### src/rtl/ccff_chain_loader.sv
// ccff_chain_loader: streams parallel config words onto a configuration flip-flop chain and returns the chain's prior contents as readback words
module ccff_chain_loader #(
    parameter int WORD_W    = 32,
    parameter int CHAIN_LEN = 41
) (
    input  logic              prog_clk,
    input  logic              pReset,
    input  logic              start,
    input  logic [WORD_W-1:0] cfg_data,
    input  logic              cfg_valid,
    output logic              cfg_ready,
    output logic              ccff_head,
    output logic              config_enable,
    input  logic              ccff_tail,
    output logic [WORD_W-1:0] rb_data,
    output logic              rb_valid,
    output logic              busy,
    output logic              done
);
    localparam int RW = $clog2(CHAIN_LEN + 1);
    localparam int CW = $clog2(WORD_W + 1);

    typedef enum logic [1:0] {IDLE, LOAD, SHIFT, DONE} state_t;

    state_t            state, state_n;
    logic [WORD_W-1:0] sr, sr_n, rb_sr, rb_sr_n, rb_data_n, rb_word;
    logic [RW-1:0]     rem, rem_n;
    logic [CW-1:0]     cnt, cnt_n, pad, pad_n, take;
    logic              cfg_ready_n, head_n, en_n, rb_valid_n, busy_n, done_n;

    assign take    = (32'(rem) >= WORD_W) ? CW'(WORD_W) : CW'(rem);
    assign rb_word = {rb_sr[WORD_W-2:0], ccff_tail};

    // next-state logic; every output is computed one cycle ahead so it can be registered
    always_comb begin
        state_n     = state;
        sr_n        = sr;
        rb_sr_n     = rb_sr;
        rem_n       = rem;
        cnt_n       = cnt;
        pad_n       = pad;
        rb_data_n   = rb_data;
        cfg_ready_n = 1'b0;
        head_n      = 1'b0;
        en_n        = 1'b0;
        rb_valid_n  = 1'b0;
        done_n      = 1'b0;
        case (state)
            IDLE: if (start) begin
                state_n     = LOAD;
                rem_n       = RW'(CHAIN_LEN);
                cfg_ready_n = 1'b1;
            end
            LOAD: if (cfg_valid && cfg_ready) begin
                state_n = SHIFT;
                head_n  = cfg_data[WORD_W-1];
                sr_n    = cfg_data << 1;
                en_n    = 1'b1;
                cnt_n   = take;
                pad_n   = CW'(WORD_W) - take;
                rb_sr_n = '0;
            end else begin
                cfg_ready_n = 1'b1;
            end
            SHIFT: begin
                rb_sr_n = rb_word;
                rem_n   = rem - 1'b1;
                cnt_n   = cnt - 1'b1;
                if (cnt == CW'(1)) begin
                    rb_valid_n = 1'b1;
                    rb_data_n  = rb_word << pad;
                    if (rem == RW'(1)) begin
                        state_n = DONE;
                        done_n  = 1'b1;
                    end else begin
                        state_n     = LOAD;
                        cfg_ready_n = 1'b1;
                    end
                end else begin
                    en_n   = 1'b1;
                    head_n = sr[WORD_W-1];
                    sr_n   = sr << 1;
                end
            end
            DONE: state_n = IDLE;
            default: state_n = IDLE;
        endcase
        busy_n = (state_n != IDLE);
    end

    // state and registered outputs; reset aborts any shift without touching the chain
    always_ff @(posedge prog_clk) begin
        if (pReset) begin
            state         <= IDLE;
            sr            <= '0;
            rb_sr         <= '0;
            rem           <= '0;
            cnt           <= '0;
            pad           <= '0;
            rb_data       <= '0;
            cfg_ready     <= 1'b0;
            ccff_head     <= 1'b0;
            config_enable <= 1'b0;
            rb_valid      <= 1'b0;
            busy          <= 1'b0;
            done          <= 1'b0;
        end else begin
            state         <= state_n;
            sr            <= sr_n;
            rb_sr         <= rb_sr_n;
            rem           <= rem_n;
            cnt           <= cnt_n;
            pad           <= pad_n;
            rb_data       <= rb_data_n;
            cfg_ready     <= cfg_ready_n;
            ccff_head     <= head_n;
            config_enable <= en_n;
            rb_valid      <= rb_valid_n;
            busy          <= busy_n;
            done          <= done_n;
        end
    end
endmodule

### config.mk
export PLATFORM = sky130hd
export DESIGN_NAME = ccff_chain_loader
export DESIGN_NICKNAME = d
export VERILOG_FILES = /design/src/rtl/ccff_chain_loader.sv
export SDC_FILE = /design/constraint.sdc
export NUM_CORES = 1
export LEC_CHECK = 0
export BUFFER_PORTS_ARGS = -buffer_cell sky130_fd_sc_hd__buf_2
export CAP_MARGIN = 20
export CELL_PAD_IN_SITES_DETAIL_PLACEMENT = 1
export CELL_PAD_IN_SITES_GLOBAL_PLACEMENT = 1
export CORE_MARGIN = 5
export CORE_UTILIZATION = 41
export DETAILED_ROUTE_END_ITERATION = 6
export GPL_TIMING_DRIVEN = 0
export PLACE_DENSITY_LB_ADDON = 0.1
export SYNTH_ARGS = -nofsm -noshare
export SYNTH_HDL_FRONTEND = slang
export SYNTH_SLANG_ARGS = --single-unit
export TNS_END_PERCENT = 10
### constraint.sdc
create_clock -name prog_clk -period 1.8 [get_ports prog_clk]
set_input_delay 0.27 -clock prog_clk [delete_from_list [all_inputs] [get_ports prog_clk]]
set_output_delay 0.27 -clock prog_clk [all_outputs]
set_load 0.02 [all_outputs]
==> summary.txt, run 1 <==
status -> complete, but fails checks
failing checks -> negative setup slack
arrival time at the worst endpoint -> 2.43 ns
power per cell area -> 804.3 nW/um^2
RSZ-0062 raised after global routing -> true
Synth area leaders -> dfxtp_1, mux2i_1, mux4_2, nor2_1, a22oi_1
worst r2r dst -> rb_data[31]
H-tree lvl count -> 4
Initial Util -> 0.4144
Post-synth ARST share -> 0
YS warnings -> 0
Syn Area/Cell -> 9.223 sq um
final hold violation count -> 0
post-synth top area share -> 0.3689
number of inserted diodes -> 0
Detailed Routing Iterations Pass 1 -> 5
Peak Freq -> 480.0 MHz
clk sinks -> 120
starting DRC count in detailed routing -> 447
fin crit period -> 2.083 ns
CTS Root Buffer Type -> clkbuf_16
P&R area growth vs syn -> 30.92%
largest area contributor in the netlist -> dfxtp_1
Worst slew margin -> 0.4622
Worst R2R Setup Slack -> -0.28 ns
CTS max path bufs -> 2
pre-CTS setup slack -> -0.7543 ns
GRT Residual Overflow -> 0
first-pass GRT wire length -> 35,010 microns
post-detail-place hpwl -> 16,100 microns
largest net degree at the start of global routing -> 17
crit start category -> register
RR Startpoint -> pad[1]
Hold Path Depth -> 3
Cell Rows -> 46
syn nets -> 752
placed inst area -> 7201 sq um
Port-buffer cells -> 73
Primary FF master, synth -> dfxtp_1
layout cells sized above 1 -> 0.3382
hold_sp -> cfg_data[0]
Layout Nets -> 861
Die ar. -> 18,500 sq um
met3 Use GR -> 0.04774
vias per cell -> 5.933
commonest non-fill, non-tap cells in the layout -> dfxtp_1, nor2_1, buf_2
Synth Register Bits -> 120
number of flops mapped to enable cells by yosys -> 0
library cells used by synthesis -> 56
io pins -> 75
crit-path cells -> buf_12 > buf_12 > buf_4 > mux2i_2 > mux4_2 > mux2i_2 > a32oi_1 > o21ai_1
grt met1 use -> 0.3192
final worst slack -> -0.2835 ns
Worst IR Drop VDD -> 0.6199 mV
critical path endpoint category -> register
Slew @ Worst Pin -> 0.8068 ns
fin util -> 0.5425
Gate Count Post-Synth -> 706
Worst Hold End -> sr[1]
leakage power -> 3.014 nW
Clock transition at path regs -> 0.06 ns
clock latency on the worst-skew pair -> 0.42 ns
vias in the first global route -> 6,465
mapped cell area -> 6511 sq um
Hold Buf Count CTS -> 0
GPL Wtd Cong -> 0.8904
Top Usage Layer GRT -> met2
Vias -> 6,194
fill cell count -> 1,785
initial antenna violation count -> 0
Core ar. -> 15,710 sq um
Crit Path Max Fanout -> 8
min-delay worst type -> input pin to register
gr usage total -> 0.2410
Max stage delay on crit path -> 0.53 ns
Total Wirelength -> 22,510 microns
max-cap viol count -> 0
CTS tree -> built
sequential-to-total area share from yosys stat -> 0.3689
Tcrit/Tclk final -> 1.157
Inserted Clock Buffers -> 17
WS Path Type -> register to register
reg2reg path depth -> 8
Tot Pwr -> 6.856 mW
# DRC -> 0
Slew Limit Fails -> 0
final setup fails -> 57
die height -> 136.0 microns
final cell count without fillers -> 1,044
most common cell after layout, fill and taps aside -> dfxtp_1
WL per Instance -> 21.56 microns
Final Skew -> 0.009643 ns
post-route cell area -> 8524 sq um
Worst EP required -> 2.15 ns
post-route ant nets -> 0
die width -> 136.0 microns
Placed Cells -> 995
slowest library cell on the worst path -> mux4_2
GRT met2 Usage -> 0.3908
worst max path at each step:
stage,start,end
CTS,pad[1],rb_data[28]
global placement,state[0],rb_data[0]
finish,pad[1],rb_data[31]
global route,pad[1],rb_data[30]
floorplan,state[0],rb_data[1]
detailed placement,state[0],rb_data[0]
layout make-up:
class,instances,area [sq um],share of cell area
Multi-Input combinational cell,518,4184,0.4908
Clock buffer,21,481.7,0.05651
Sequential cell,120,2421,0.2840
Buffer,56,440.4,0.05167
Inverter,10,42.54,0.004990
Tap cell,216,270.3,0.03170
Clock inverter,11,143.9,0.01688
Timing Repair Buffer,92,540.5,0.06341
metrics by stage:
step	TNS [ns]	hold slack, ns
CTS	-6.380	0.1074
finish	-4.777	0.1233
global route	-9.188	0.1328
global placement	-42.71	0.4270
floorplan	-0.4650	0.4308
detailed placement	-50.71	0.4390
report_power, final:
part	switching, mW	internal (mW)	total (mW)
Combinational	0.323	0.202	0.526
Clock	1.25	2.33	3.58
Sequential	0.0439	2.71	2.75
per-layer routing:
metal	wire length, microns	part of all wire	vias to the layer above
li1	-	-	2838
met1	9804	0.44	3076
met2	10820	0.48	237
met3	1378	0.061	43
met4	500	0.022	0
met5	0	0	-
worst max-delay path: cells and delay by family (launching register included):
family                 cells  cell delay (ns)
muxes                      3             0.94
buffers and inverters      3             0.45
DFF                        1             0.37
AOI/OAI and AO/OA          2             0.24
cells by family (layout without fill, tap and decap cells):
family                     Yosys count  count (layout)  synth area share
AOI/OAI and AO/OA                  183             183            0.1916
and+or+nand+nor                    223             223            0.1526
buffers and inverters               68             190           0.04862
muxes                              101             101            0.2183
xor gates and xnor gates             2               2          0.002691
adders and majority gates            9               9           0.01729
DFF                                120             120            0.3689
registers in the layout (all words and copies together), names as in the netlist:
| register | count |
|---|---|
| rem | 6 |
| config_enable | 1 |
| ccff_head | 1 |
| rb_data | 32 |
| cfg_ready | 1 |
| done | 1 |
| busy | 1 |
| pad | 6 |
| sr | 31 |
| rb_valid | 1 |
| rb_sr | 31 |
| cnt | 6 |
| state | 2 |
synth_stat cells, types with 2 or more instances:
cell type,instances
o21a_1,2
a21oi_1,34
buf_2,6
buf_1,5
nand2_1,45
mux4_2,24
o21ai_0,21
clkbuf_1,40
or3_1,4
o211ai_1,4
nor2b_1,4
nor3_1,14
a31oi_1,2
nand2b_1,8
nor2_1,118
o21ai_1,5
buf_4,3
mux4_1,6
nand3_1,9
a32oi_1,6
a22oi_1,52
nand3b_1,4
a31o_2,2
mux2_2,10
inv_2,2
a211oi_1,36
mux2i_1,61
nor3b_1,3
buf_6,2
a22o_1,3
and3_1,7
ha_1,9
inv_1,7
o22ai_1,7
dfxtp_1,120
timing repair:
item	CTS	global route
setup buffers	11	7
pin swaps	8	18
cloned	0	1
endpoints found under the setup margin	109	110
resized for setup	86	93
No activity file was read; power rests on OpenSTA's default activity.
==> run 2, diff against run 1 <==
- CORE_UTILIZATION: 41 -> 42
- CTS_BUF_LIST: default -> sky130_fd_sc_hd__clkbuf_4 sky130_fd_sc_hd__clkbuf_8
==> run 2 against run 1 <==
Net effect:
- final area shrank 1.3%
- critical endpoint is now rb_data[30]
- the run still ends with negative setup slack left
- total power shrank 15%
- worst setup slack better by 0.11 ns
- via count is 0.27% higher
- sequential share of layout area grew 0.36 points
- highest routed layer unchanged
- count of clock-buffer cells in the layout down 3
- maximum frequency increased by 5.5%
- largest cell class unchanged
==> summary.txt, run 2 (synthesis results as in run 1) <==
GRT Residual Overflow -> 0 (unchanged)
Die ar. -> 18,090 sq um (-2.2%)
TNS Setup -> -3.960 ns (+0.8168 ns)
io pins -> 75 (unchanged)
Layout Nets -> 868 (+0.81%)
largest net degree at the start of global routing -> 17 (unchanged)
pre-CTS setup slack -> -0.8106 ns (-0.05630 ns)
Vias -> 6,211 (+0.27%)
final worst slack -> -0.1747 ns (+0.1088 ns)
die width -> 134.5 microns (-1.1%)
Inserted Clock Buffers -> 17 (unchanged)
final cell count without fillers -> 1,023 (-2.0%)
Peak Freq -> 506.4 MHz (+5.5%)
commonest non-fill, non-tap cells in the layout -> dfxtp_1, nor2_1, buf_2
fill cell count -> 1,724 (-3.4%)
Hold Buf Count CTS -> 0 (unchanged)
final hold violation count -> 0 (unchanged)
Core ar. -> 15,200 sq um (-3.2%)
clock latency on the worst-skew pair -> 0.47 ns (+0.05 ns)
Slew Limit Fails -> 0 (unchanged)
Tot Pwr -> 5.844 mW (-15%)
initial antenna violation count -> 0 (unchanged)
CTS max path bufs -> 2 (unchanged)
crit start category -> register
H-tree lvl count -> 4 (unchanged)
Top reg by flops -> rb_data
Largest register FFs -> 32 (unchanged)
Worst slew margin -> 0.4449 (-0.01725)
Final Skew -> 0.01543 ns (+0.005783 ns)
number of inserted diodes -> 0 (unchanged)
starting DRC count in detailed routing -> 468 (+4.7%)
# DRC -> 0 (unchanged)
arrival time at the worst endpoint -> 2.30 ns (-0.13 ns)
P&R area growth vs syn -> 29.27%
final setup fails -> 58 (+1.8%)
gr usage total -> 0.2457 (+0.004685)
layout cells sized above 1 -> 0.3605 (+0.02231)
RR Startpoint -> pad[1]
WS Path Type -> register to register
RSZ-0062 raised after global routing -> true
most common cell after layout, fill and taps aside -> dfxtp_1
Detailed Routing Iterations Pass 1 -> 5 (unchanged)
Slew @ Worst Pin -> 0.8326 ns (+0.02587 ns)
hold_sp -> cfg_data[0]
post-detail-place hpwl -> 15,880 microns (-1.3%)
Port-buffer cells -> 73 (unchanged)
leakage power -> 2.977 nW (-1.2%)
GPL Wtd Cong -> 0.9310 (+4.6%)
max-cap viol count -> 0 (unchanged)
Tcrit/Tclk final -> 1.097 (-0.06046)
die height -> 134.5 microns (-1.1%)
largest registers -> rb_data x32, rb_sr x31, sr x31
Crit Path Max Fanout -> 5 (-3)
CTS Root Buffer Type -> clkbuf_8
vias in the first global route -> 6,281 (-2.8%)
Placed Cells -> 967 (-2.8%)
post-route ant nets -> 0 (unchanged)
Clock transition at path regs -> 0.09 ns (+0.03 ns)
Setup crit start -> pad[1]
WL per Instance -> 22.54 microns (+4.6%)
Total Wirelength -> 23,060 microns (+2.5%)
hold slack final -> 0.08913 ns (-0.03418 ns)
power per cell area -> 694.3 nW/um^2 (-14%)
min-delay worst type -> input pin to register
fin crit period -> 1.975 ns (-0.1088 ns)
first-pass GRT wire length -> 34,840 microns (-0.49%)
CTS tree -> built
Cell Rows -> 45 (-2.2%)
status -> complete, but fails checks
critical path endpoint category -> register
Worst IR Drop VDD -> 0.4452 mV (-28%)
vias per cell -> 6.071 (+2.3%)
Worst EP required -> 2.12 ns (-0.03 ns)
Initial Util -> 0.4283 (+0.01392)
failing checks -> negative setup slack
clk sinks -> 120 (unchanged)
-- run 2: cell count changes in the layout (fill, tap and decap cells not counted), moves of 8 or more --
cell | previous run | this run
a211oi_1 | 33 | 25
a211oi_2 | 3 | 11
clkbuf_16 | 20 | 3
clkbuf_8 | 3 | 20
nor2_1 | 109 | 97
nor2_2 | 7 | 15
-- run 2: layout make-up --
type,instances,area [sq um],area share
multi-input combinational,519,4264,0.5066
sequential,120,2421,0.2876
timing repair buffer,97,621.8,0.07388
buffer,57,435.4,0.05173
clock buffer,18,247.7,0.02943
tap,188,235.2,0.02795
clock inverter,14,148.9,0.01769
inverter,10,42.54,0.005054
-- run 2: timing repair --
item,CTS,global route
pin swaps,13,17
gates resized for setup,90,99
buffers inserted,7,12
gates cloned,0,6
setup endpoints to repair,111,103
-- run 2: metal layers --
layer,routed length (microns),track usage
met1,9661,0.3094
met2,11530,0.4209
met3,1204,0.04918
met4,671,0.08597
met5,0,0
-- run 2: final timing paths --
| path | to | slack, ns | depth (start not counted) |
|---|---|---|---|
| setup / recovery | rb_data[30] | -0.17 | 7 |
| hold / removal | sr[1] | 0.09 | 3 |
| setup reg to reg | rb_data[30] | -0.17 | 7 |
| hold reg to reg | rb_data[11] | 0.44 | 2 |
-- run 2: through the flow --
stage | cell area [sq um] | util
global route | 8417 | 0.5537
CTS | 7908 | 0.5202
finish | 8417 | 0.5537
floorplan | 6565 | -
global placement | 7166 | 0.4714
detailed placement | 7166 | 0.4714
-- run 2: where the power goes --
group / total [mW] / switching, mW / internal [mW]
clock: 2.54 / 1.27 / 1.27
sequential: 2.75 / 0.0476 / 2.70
combinational: 0.556 / 0.335 / 0.221
-- run 2: critical path, cell delays in order, from the launching register on --
cell and delay [ns]:
dfxtp_4 0.40, buf_12 0.14, buf_4 0.12, mux4_2 0.55, mux2_4 0.31, nand2_1 0.10
and2_4 0.14, a311oi_2 0.08
